### config.mk
export PLATFORM = sky130hd
export DESIGN_NAME = dnn_loader
export DESIGN_NICKNAME = d
export VERILOG_FILES = /design/src/rtl/dnn_pkg.sv /design/src/rtl/dnn_wbank.sv /design/src/rtl/dnn_loader.sv
export SDC_FILE = /design/constraint.sdc
export NUM_CORES = 1
export LEC_CHECK = 0
export ABC_AREA = 1
export ABC_CLOCK_PERIOD_IN_PS = 10400
export CAP_MARGIN = 20
export CORE_ASPECT_RATIO = 0.75
export CORE_UTILIZATION = 56
export CTS_BUF_LIST = sky130_fd_sc_hd__clkbuf_8
export DETAILED_ROUTE_END_ITERATION = 10
export GPL_ROUTABILITY_DRIVEN = 0
export GPL_TIMING_DRIVEN = 1
export PLACE_DENSITY = 0.92
export REMOVE_ABC_BUFFERS = 1
export SYNTH_ARGS = -nofsm -noshare
export SYNTH_HDL_FRONTEND = slang
export SYNTH_SLANG_ARGS = --single-unit
### constraint.sdc
create_clock -name clk -period 10.4 [get_ports clk]
set_clock_uncertainty 0.2 [all_clocks]
set_input_delay 1.04 -clock clk [delete_from_list [all_inputs] [get_ports clk]]
set_output_delay 1.04 -clock clk [all_outputs]
set_load 0.01 [all_outputs]
### src/rtl/dnn_pkg.sv
// rtl/dnn_pkg.sv - shared constants and state type for the DNN loader
package dnn_pkg;

  localparam int NUM_W1 = 16;
  localparam int NUM_W2 = 8;
  localparam int NUM_W  = NUM_W1 + NUM_W2;
  localparam int NUM_X  = 4;
  localparam int W_W    = 5;

  localparam logic CMD_W = 1'b0;
  localparam logic CMD_X = 1'b1;

  typedef enum logic [1:0] {IDLE, FIRE, WAIT} ld_state_t;

endpackage

### src/rtl/dnn_wbank.sv
// rtl/dnn_wbank.sv - indexed weight register bank with flattened read-out
module dnn_wbank import dnn_pkg::*; #(
  parameter int WIDTH = W_W,
  parameter int DEPTH = NUM_W
) (
  input  logic                       clk,
  input  logic                       rst,
  input  logic                       we,
  input  logic [$clog2(DEPTH)-1:0]   idx,
  input  logic [WIDTH-1:0]           wdata,
  output logic [DEPTH*WIDTH-1:0]     w_bus
);

  logic [WIDTH-1:0] bank [DEPTH];

  // one slot written per weight beat; reset clears so the datapath sees zeros
  always_ff @(posedge clk or posedge rst) begin
    if (rst) begin
      for (int k = 0; k < DEPTH; k++) begin
        bank[k] <= '0;
      end
    end else if (we) begin
      bank[idx] <= wdata;
    end
  end

  for (genvar k = 0; k < DEPTH; k++) begin : g_flat
    assign w_bus[k*WIDTH +: WIDTH] = bank[k];
  end

endmodule

### src/rtl/dnn_loader.sv
// rtl/dnn_loader.sv - beat-stream loader feeding weights and inputs to the 4-4-2 DNN datapath
module dnn_loader
  import dnn_pkg::NUM_W, dnn_pkg::NUM_X, dnn_pkg::CMD_W, dnn_pkg::CMD_X,
         dnn_pkg::ld_state_t, dnn_pkg::IDLE, dnn_pkg::FIRE, dnn_pkg::WAIT;
#(
  parameter int I_W     = 7,
  parameter int W_W     = 5,
  parameter int TIMEOUT = 64
) (
  input  logic                  clk,
  input  logic                  rst,
  input  logic                  s_valid,
  output logic                  s_ready,
  input  logic                  s_cmd,
  input  logic [7:0]            s_data,
  output logic [NUM_W*W_W-1:0]  w_bus,
  output logic signed [I_W-1:0] x0,
  output logic signed [I_W-1:0] x1,
  output logic signed [I_W-1:0] x2,
  output logic signed [I_W-1:0] x3,
  output logic                  in_ready,
  input  logic                  out0_ready,
  output logic                  busy,
  output logic [1:0]            err,
  input  logic                  err_clr
);

  if (I_W < 2 || I_W > 8) begin : g_bad_i_w
    $error("dnn_loader: I_W must be 2..8");
  end
  if (W_W != dnn_pkg::W_W) begin : g_bad_w_w
    $error("dnn_loader: W_W must match the datapath weight width");
  end
  if (TIMEOUT < 8 || TIMEOUT > 65535) begin : g_bad_timeout
    $error("dnn_loader: TIMEOUT must be 8..65535");
  end

  localparam int IDX_W = $clog2(NUM_W);
  localparam int XI_W  = $clog2(NUM_X);
  localparam int CNT_W = 16;
  localparam logic [IDX_W-1:0] W_LAST   = IDX_W'(NUM_W - 1);
  localparam logic [XI_W-1:0]  X_LAST   = XI_W'(NUM_X - 1);
  localparam logic [CNT_W-1:0] CNT_LAST = CNT_W'(TIMEOUT - 1);

  ld_state_t        state, state_nx;
  logic             alive;
  logic [IDX_W-1:0] w_idx;
  logic [XI_W-1:0]  x_idx;
  logic             w_loaded;
  logic             seen_low;
  logic [CNT_W-1:0] cnt;
  logic [I_W-1:0]   x_reg [NUM_X];
  logic             accept, w_beat, x_beat, x_take, done, tmo;
  logic [1:0]       err_set;
  logic             unused_data;

  // upper data bits are don't-care for both beat kinds
  assign unused_data = ^s_data;

  // alive holds s_ready low through the reset cycle without a path from rst
  assign s_ready  = alive && (state == IDLE);
  assign accept   = s_valid && s_ready;
  assign w_beat   = accept && (s_cmd == CMD_W);
  assign x_beat   = accept && (s_cmd == CMD_X);
  assign x_take   = x_beat && w_loaded;
  assign done     = (state == WAIT) && out0_ready && seen_low;
  assign tmo      = (state == WAIT) && (cnt == CNT_LAST);
  assign err_set  = {tmo && !done, x_beat && !w_loaded};
  assign in_ready = (state == FIRE);
  assign busy     = (state != IDLE);
  assign x0       = x_reg[0];
  assign x1       = x_reg[1];
  assign x2       = x_reg[2];
  assign x3       = x_reg[3];

  dnn_wbank #(
    .WIDTH (W_W),
    .DEPTH (NUM_W)
  ) u_wbank (
    .clk   (clk),
    .rst   (rst),
    .we    (w_beat),
    .idx   (w_idx),
    .wdata (s_data[W_W-1:0]),
    .w_bus (w_bus)
  );

  // state register and post-reset enable for s_ready
  always_ff @(posedge clk or posedge rst) begin
    if (rst) begin
      state <= IDLE;
      alive <= 1'b0;
    end else begin
      state <= state_nx;
      alive <= 1'b1;
    end
  end

  // next state: gather in IDLE, single FIRE cycle, WAIT for result or timeout
  always_comb begin
    state_nx = state;
    case (state)
      IDLE:    if (x_take && x_idx == X_LAST) state_nx = FIRE;
      FIRE:    state_nx = WAIT;
      WAIT:    if (done || tmo) state_nx = IDLE;
      default: state_nx = IDLE;
    endcase
  end

  // beat bookkeeping: weight slot index, input slot index and input registers
  always_ff @(posedge clk or posedge rst) begin
    if (rst) begin
      w_idx    <= '0;
      w_loaded <= 1'b0;
      x_idx    <= '0;
      for (int k = 0; k < NUM_X; k++) begin
        x_reg[k] <= '0;
      end
    end else if (w_beat) begin
      w_idx <= (w_idx == W_LAST) ? '0 : w_idx + 1'b1;
      if (w_idx == W_LAST) w_loaded <= 1'b1;
      x_idx <= '0;
    end else if (x_take) begin
      x_reg[x_idx] <= s_data[I_W-1:0];
      x_idx        <= x_idx + 1'b1;
    end
  end

  // WAIT timeout counter and low-seen flag, both rearmed on FIRE
  always_ff @(posedge clk or posedge rst) begin
    if (rst) begin
      cnt      <= '0;
      seen_low <= 1'b0;
    end else if (state == FIRE) begin
      cnt      <= '0;
      seen_low <= 1'b0;
    end else if (state == WAIT) begin
      cnt <= cnt + 1'b1;
      if (!out0_ready) seen_low <= 1'b1;
    end
  end

  // sticky error flags; a new error outranks a same-cycle clear
  always_ff @(posedge clk or posedge rst) begin
    if (rst) begin
      err <= 2'b00;
    end else begin
      err <= (err_clr ? 2'b00 : err) | err_set;
    end
  end

endmodule

==> implementation parameters, run 1 <==
Parameter                              Value

Yosys
  Fraction of registers with async set or reset after synthesis    100%
  Post-synthesis cell type count    31
  Post-synth top area share    about three fifths
  Mean area per synthesized cell    just under 10 um^2
  Cell count after synthesis    760
  Post-synth top area cell    sky130_fd_sc_hd__dfrtp_1
  Number of warnings reported in the yosys synthesis log    0
  Mapped Area    roughly 7300 um^2
  Number of synthesized flops with an enable pin    0
  Sequential share of the synthesized area    60.8%
  Cells taking the most area after synthesis    sky130_fd_sc_hd__dfrtp_1 61%, sky130_fd_sc_hd__nand2_1 11%, sky130_fd_sc_hd__o21ai_1 7.7%
  Ys flop type    sky130_fd_sc_hd__dfrtp_1
  Flops & latches, synth    178

CTS
  Number of sinks driven by the clock tree    178
  CTS H-Tree Depth    4
  Cts-stage hold buffer count    0
  Deepest clock path buffer count    2
  Number of buffers added for setup after CTS    0
  Root Driver    sky130_fd_sc_hd__clkbuf_8
  Num CTS Buffers    17
  Clock latency of the later-clocked register in the worst-skew pair    0.45 ns
  Quantity of gates resized following cts    0
  Worst-path clk slew    0.10 ns
  CTS tree    done

Worst setup path
  CP startpoint kind    flip-flop
  Largest incremental delay on the critical path    about 0.52 ns
  Required arrival time at the worst endpoint    9.16 ns
  Arrival time at the worst endpoint    approximately 1.9 ns
  Worst setup path class    flip-flop to output pin
  Worst path most repeated cell    sky130_fd_sc_hd__inv_1
  Critical path fanouts, max    3
  Kind of cell adding the most delay to the critical path    buffers and inverters
  Buffers & Inverters on Critical Path    3
  Worst-path cell with the longest stage delay    sky130_fd_sc_hd__clkdlybuf4s50_1
  Sort of element at the end of the critical path    output pin
  Worst path cell trace    inv_1 -> ha_1 -> nand2_2 -> inv_1 -> clkdlybuf4s50_1

Die
  Floorplan die height    101 um
  Number of placement rows    35
  Die Width    134 um
  Placeable core area    12,500 um^2
  Top-Level Pins    167
  Starting density of the core    between 50% and 60%
  DIE AREA    13,500 um^2

Power
  Peak supply drop    186 uV
  Combinational share of power    34.8%
  Net switching power    791 uW
  Share of total power in the clock network    between 20% and 30%
  Power per cell area    232 nW/um^2
  Share of total power in sequential cells    44.4%
  Switching fraction of total power    35.9%
  P_leak    0.00451 uW
  Total internal power    1410 uW

Global route
  Maximum number of pins on one net before global-route repair    103
  Initial antenna violation count    0
  Total Routing Usage GR    28.9%
  Via count of the first global-routing pass    5,740
  First-pass GRT wire length    29.8 mm
  GRT Residual Overflow    0

Finish
  Layout net count    957
  Fillers    842
  Proportion of layout cells with a drive suffix above 1    7.95%
  Antenna Diode Count    0
  Post-route cell area    ~9500 um^2
  Non-filler cells in the finished layout    1,109
  Area Growth Syn to Fin    29.8%
  Leading cell type in the layout, fill and taps excluded    sky130_fd_sc_hd__nand2_1
  Most frequent cells in the layout    214 x sky130_fd_sc_hd__nand2_1, 178 x sky130_fd_sc_hd__dfrtp_1, 165 x sky130_fd_sc_hd__clkdlybuf4s50_1, 112 x sky130_fd_sc_hd__o21ai_1, 61 x sky130_fd_sc_hd__inv_1

Timing
  Final Hold Violating Endpoints    0
  Final setup margin    7.24 ns
  Count of endpoints failing setup in the final report    0
  Relative max-transition margin    33.7%
  Final Max Slew Viols    0
  Setup TNS    0 ns
  Final-layout worst hold slack    ~0.26 ns
  Highest achievable clock rate    316 MHz
  Setup repair after global routing missed its margin    false
  Pin slew with the least headroom to its limit    0.993 ns
  Final worst path period share    30.4%
  Minimum clock period after layout    3.16 ns

Flow run
  Maximum capacitance violations    0

Placement
  Instance area after placement    about 9100 um^2
  Number of I/O port buffers    165
  DP Wirelength    12.3 mm
  Cell count after placement    between 1,000 and 1,500
  Setup Slack @ Placement    about 6.9 ns

Routing
  Post-detailed-route via-to-cell ratio    5.39
  Drt first pass iters    5
  Final routed DRC violation total    0
  Via total after detailed routing    5,977
  Total detailed-routing wirelength    between 15 and 20 mm
  Antenna Violating Nets Remaining    0
  Wirelength per Cell    16.7 um
  Violation count after the first detailed-routing iteration    ~440

Outcome
  Run status    finished clean

Worst hold path
  Worst hold path class    flip-flop to flip-flop
power groups by stage:
stage	clock network, uW	registers (uW)	logic (uW)
after global placement	0	980	730
final	458	978	767
after CTS	464	976	771
after floorplan	0	1040	297
after global routing	492	997	837
after detailed placement	0	983	766
stage by stage:
step           util [%]  power [uW]
4_1_cts            75.9        2210
2_1_floorplan         -        1330
6_report           75.9        2200
5_1_grt            75.9        2330
3_5_place_dp       72.8        1750
3_3_place_gp       72.8        1710
registers in the layout, indices dropped and copies added, names as in the netlist:
register	flops
u_wbank.w_bus	120
cnt	16
x0	7
x1	7
x2	7
x3	7
w_idx	5
err	2
state	2
x_idx	2
alive	1
seen_low	1
w_loaded	1
layer usage:
layer  global-route usage (%)  vias to the layer above  part of all wire (%)
li1                         -                     2807                     -
met1                     39.0                     2897                    43
met2                     46.3                      254                    47
met3                     7.99                       19                   8.9
met4                     8.21                        0                   1.1
met5                        0                        -                     0
logic make-up (layout without fill, tap and decap cells):
group | count (synthesis) | in the layout | synth area share (%)
adder cells (fa/ha/maj) | 13 | 13 | 2.22
AND/OR/NAND/NOR | 319 | 319 | 20.7
XOR/XNOR | 2 | 2 | 0.239
flip-flops | 178 | 178 | 60.8
buffers and inverters | 79 | 262 | 4.42
other | 1 | 1 | 0.0512
AO/OA/AOI/OAI | 168 | 168 | 11.6
layout make-up:
cell class / instances / area, um^2 / area share (%)
inverters: 64 / 248 / 2.61
multi-input cells: 503 / 2550 / 26.8
flip-flops and latches: 178 / 4450 / 46.9
repair buffers: 166 / 1660 / 17.5
clock buffers: 18 / 248 / 2.61
well taps: 166 / 208 / 2.19
clock inverters: 14 / 141 / 1.49
synthesized netlist by cell type (5+ instances only):
| cell | n |
|---|---|
| sky130_fd_sc_hd__nand2_4 | 7 |
| sky130_fd_sc_hd__nand3_1 | 21 |
| sky130_fd_sc_hd__nor2_8 | 5 |
| sky130_fd_sc_hd__nand2_1 | 214 |
| sky130_fd_sc_hd__o21ai_1 | 112 |
| sky130_fd_sc_hd__nand2_2 | 16 |
| sky130_fd_sc_hd__o21ai_0 | 43 |
| sky130_fd_sc_hd__clkbuf_1 | 10 |
| sky130_fd_sc_hd__ha_1 | 13 |
| sky130_fd_sc_hd__dfrtp_1 | 178 |
| sky130_fd_sc_hd__nor3_1 | 7 |
| sky130_fd_sc_hd__a21oi_1 | 10 |
| sky130_fd_sc_hd__nor2_1 | 33 |
| sky130_fd_sc_hd__inv_1 | 62 |
path summary, 6_finish.rpt:
kind / from / endpoint / slack [ns] / depth (start not counted)
min reg2reg: w_loaded / err[0] / 0.26 / 1
max reg2reg: state[0] / u_wbank.w_bus[106] / 8.25 / 9
max: state[0] / s_ready / 7.24 / 5
min in group asynchronous: rst / u_wbank.w_bus[94] / 0.96 / 2
min: w_loaded / err[0] / 0.26 / 1
max in group asynchronous: rst / x0[2] / 7.51 / 3
worst reg2reg max path, cell delays in order (launching register included):
cell	delay (ns)
sky130_fd_sc_hd__dfrtp_1	0.42
sky130_fd_sc_hd__inv_1	0.12
sky130_fd_sc_hd__ha_1	0.23
sky130_fd_sc_hd__nand2_2	0.12
sky130_fd_sc_hd__nor2_8	0.15
sky130_fd_sc_hd__nand2_8	0.15
sky130_fd_sc_hd__nor2_8	0.22
sky130_fd_sc_hd__nand2_2	0.18
sky130_fd_sc_hd__nand2_1	0.12
sky130_fd_sc_hd__o21ai_1	0.10
(Power assumes the default switching activity.)
==> run 2: changes to the inputs <==
- ABC_CLOCK_PERIOD_IN_PS: 10400 -> 3200
- CORE_UTILIZATION: 56 -> 52
- PLACE_DENSITY: 0.92 -> 0.86
- clock period: 10.4 -> 3.2 ns (I/O delays scaled with it)
==> run 2 against run 1 <==
Against the previous run: routed wire length fell by 5.0%; the flow now finishes with violations (design-rule violations); utilization fell by 6.1 points; sequential power rose to 3.2 times the previous value; non-clock buffer count rose by 7; register-to-register slack got worse by 7.2 ns; combinational power rose to 3.2 times the previous value.
==> implementation parameters, run 2 (same netlist as run 1, synthesis figures left out) <==
Parameter                              Value

Outcome
  Run status    finished with violations
  Violated checks    design-rule violations

CTS
  Quantity of gates resized following cts    0
  Deepest clock path buffer count    2
  CTS tree    done
  Clock latency of the later-clocked register in the worst-skew pair    0.44 ns
  Cts-stage hold buffer count    0
  Number of buffers added for setup after CTS    0
  Worst-path clk slew    0.09 ns
  Num CTS Buffers    17
  CTS H-Tree Depth    4
  Root Driver    sky130_fd_sc_hd__clkbuf_8
  Number of sinks driven by the clock tree    178

Timing
  Minimum clock period after layout    2.41 ns
  Final worst path period share    between 70 and 80%
  Final setup margin    0.786 ns
  Final Hold Violating Endpoints    0
  Relative max-transition margin    61.0%
  Setup repair after global routing missed its margin    false
  Highest achievable clock rate    414 MHz
  Count of endpoints failing setup in the final report    0
  Final Max Slew Viols    0
  Pin slew with the least headroom to its limit    0.584 ns

Die
  Floorplan die height    ~100 um
  DIE AREA    14,600 um^2
  Starting density of the core    53.3%
  Top-Level Pins    between 150 and 200
  Die Width    139 um
  Number of placement rows    37
  Placeable core area    13,700 um^2

Routing
  Post-detailed-route via-to-cell ratio    5.13
  Antenna Violating Nets Remaining    0
  Via total after detailed routing    5,774
  Final routed DRC violation total    10
  Total detailed-routing wirelength    17.6 mm
  Drt first pass iters    8
  Wirelength per Cell    between 15 and 20 um
  Violation count after the first detailed-routing iteration    around 430

Worst setup path
  Required arrival time at the worst endpoint    2.68 ns
  Arrival time at the worst endpoint    1.89 ns
  Worst setup path class    flip-flop to output pin
  Critical path launch point    state[0]
  Buffers & Inverters on Critical Path    3
  Crit Reg-Reg Startpoint    state[0]
  Worst R2R End    u_wbank.w_bus[116]
  Kind of cell adding the most delay to the critical path    buffers and inverters
  Largest incremental delay on the critical path    between 0.5 and 0.6 ns
  CP startpoint kind    flip-flop
  Sort of element at the end of the critical path    output pin
  Worst-path cell with the longest stage delay    sky130_fd_sc_hd__clkdlybuf4s50_1
  Logic depth of the worst register-to-register path    9
  Worst path cell trace    inv_1 -> ha_1 -> nand2_2 -> inv_1 -> clkdlybuf4s50_1
  Critical path fanouts, max    3
  Reg-to-reg setup timing slack    1.07 ns
  Worst path most repeated cell    sky130_fd_sc_hd__inv_1

Global route
  Via count of the first global-routing pass    between 5,000 and 6,000
  GRT Residual Overflow    0
  Total Routing Usage GR    25.7%
  First-pass GRT wire length    between 20 and 30 mm
  Maximum number of pins on one net before global-route repair    64
  Initial antenna violation count    0

Placement
  Number of I/O port buffers    approximately 170
  DP Wirelength    11.9 mm
  Setup Slack @ Placement    ~1.0 ns

Power
  P_leak    0.00455 uW
  Peak supply drop    around 490 uV
  Power per cell area    745 nW/um^2
  Total Power    approximately 7000 uW

Finish
  Area Growth Syn to Fin    31.0%
  Most frequent cells in the layout    214 x sky130_fd_sc_hd__nand2_1, 178 x sky130_fd_sc_hd__dfrtp_1, 165 x sky130_fd_sc_hd__clkdlybuf4s50_1, 112 x sky130_fd_sc_hd__o21ai_1, 63 x sky130_fd_sc_hd__inv_1
  Utilization after layout    69.8%
  Antenna Diode Count    0
  Fillers    1,029
  Max FFs per register    120
  Leading cell type in the layout, fill and taps excluded    sky130_fd_sc_hd__nand2_1
  Proportion of layout cells with a drive suffix above 1    8.42%
  Layout net count    between 900 and 1,000

Flow run
  Maximum capacitance violations    0

Worst hold path
  Worst hold path class    primary input to async pin
-- run 2: cell type report --
cell class	count	area, um^2	area share (%)
clock buffers	17	234	2.44
multi-input cells	503	2550	26.5
clock inverters	15	156	1.63
inverters	64	248	2.58
repair buffers	173	1740	18.1
flip-flops and latches	178	4450	46.4
well taps	175	219	2.28
-- run 2: worst max-delay path by stage --
stage | to | slack, ns | cells after the start
after CTS | s_ready | 0.76 | 5
after global routing | s_ready | 0.68 | 5
final | s_ready | 0.79 | 5
after floorplan | alive | -2.15 | 1
after global placement | u_wbank.w_bus[115] | 1.11 | 8
after detailed placement | u_wbank.w_bus[116] | 1.02 | 8
-- run 2: layer usage --
layer | part of all wire (%) | vias up | track usage (%)
li1 | - | 2820 | -
met1 | 46 | 2777 | 36.3
met2 | 45 | 163 | 38.6
met3 | 7.9 | 14 | 7.88
met4 | 0.98 | 0 | 6.98
met5 | 0 | - | 0
-- run 2: power breakdown --
part           switching (uW)  internal, uW  leakage [uW]
Clock                     863           640      0.000194
Combinational            1270          1200       0.00198
Sequential                372          2800       0.00238
-- run 2: metrics by stage --
| step | hold slack (ns) | instance area (um^2) | instances | setup TNS [ns] |
|---|---|---|---|---|
| 2_1_floorplan | 0.236 | 7240 | 745 | -382.75 |
| 3_3_place_gp | 0.255 | 9200 | 1093 | 0 |
| 3_5_place_dp | 0.262 | 9200 | 1093 | 0 |
| 4_1_cts | 0.131 | 9590 | 1125 | 0 |
| 5_1_grt | 0.149 | 9590 | 1125 | 0 |
| 6_report | 0.129 | 9590 | 1125 | 0 |
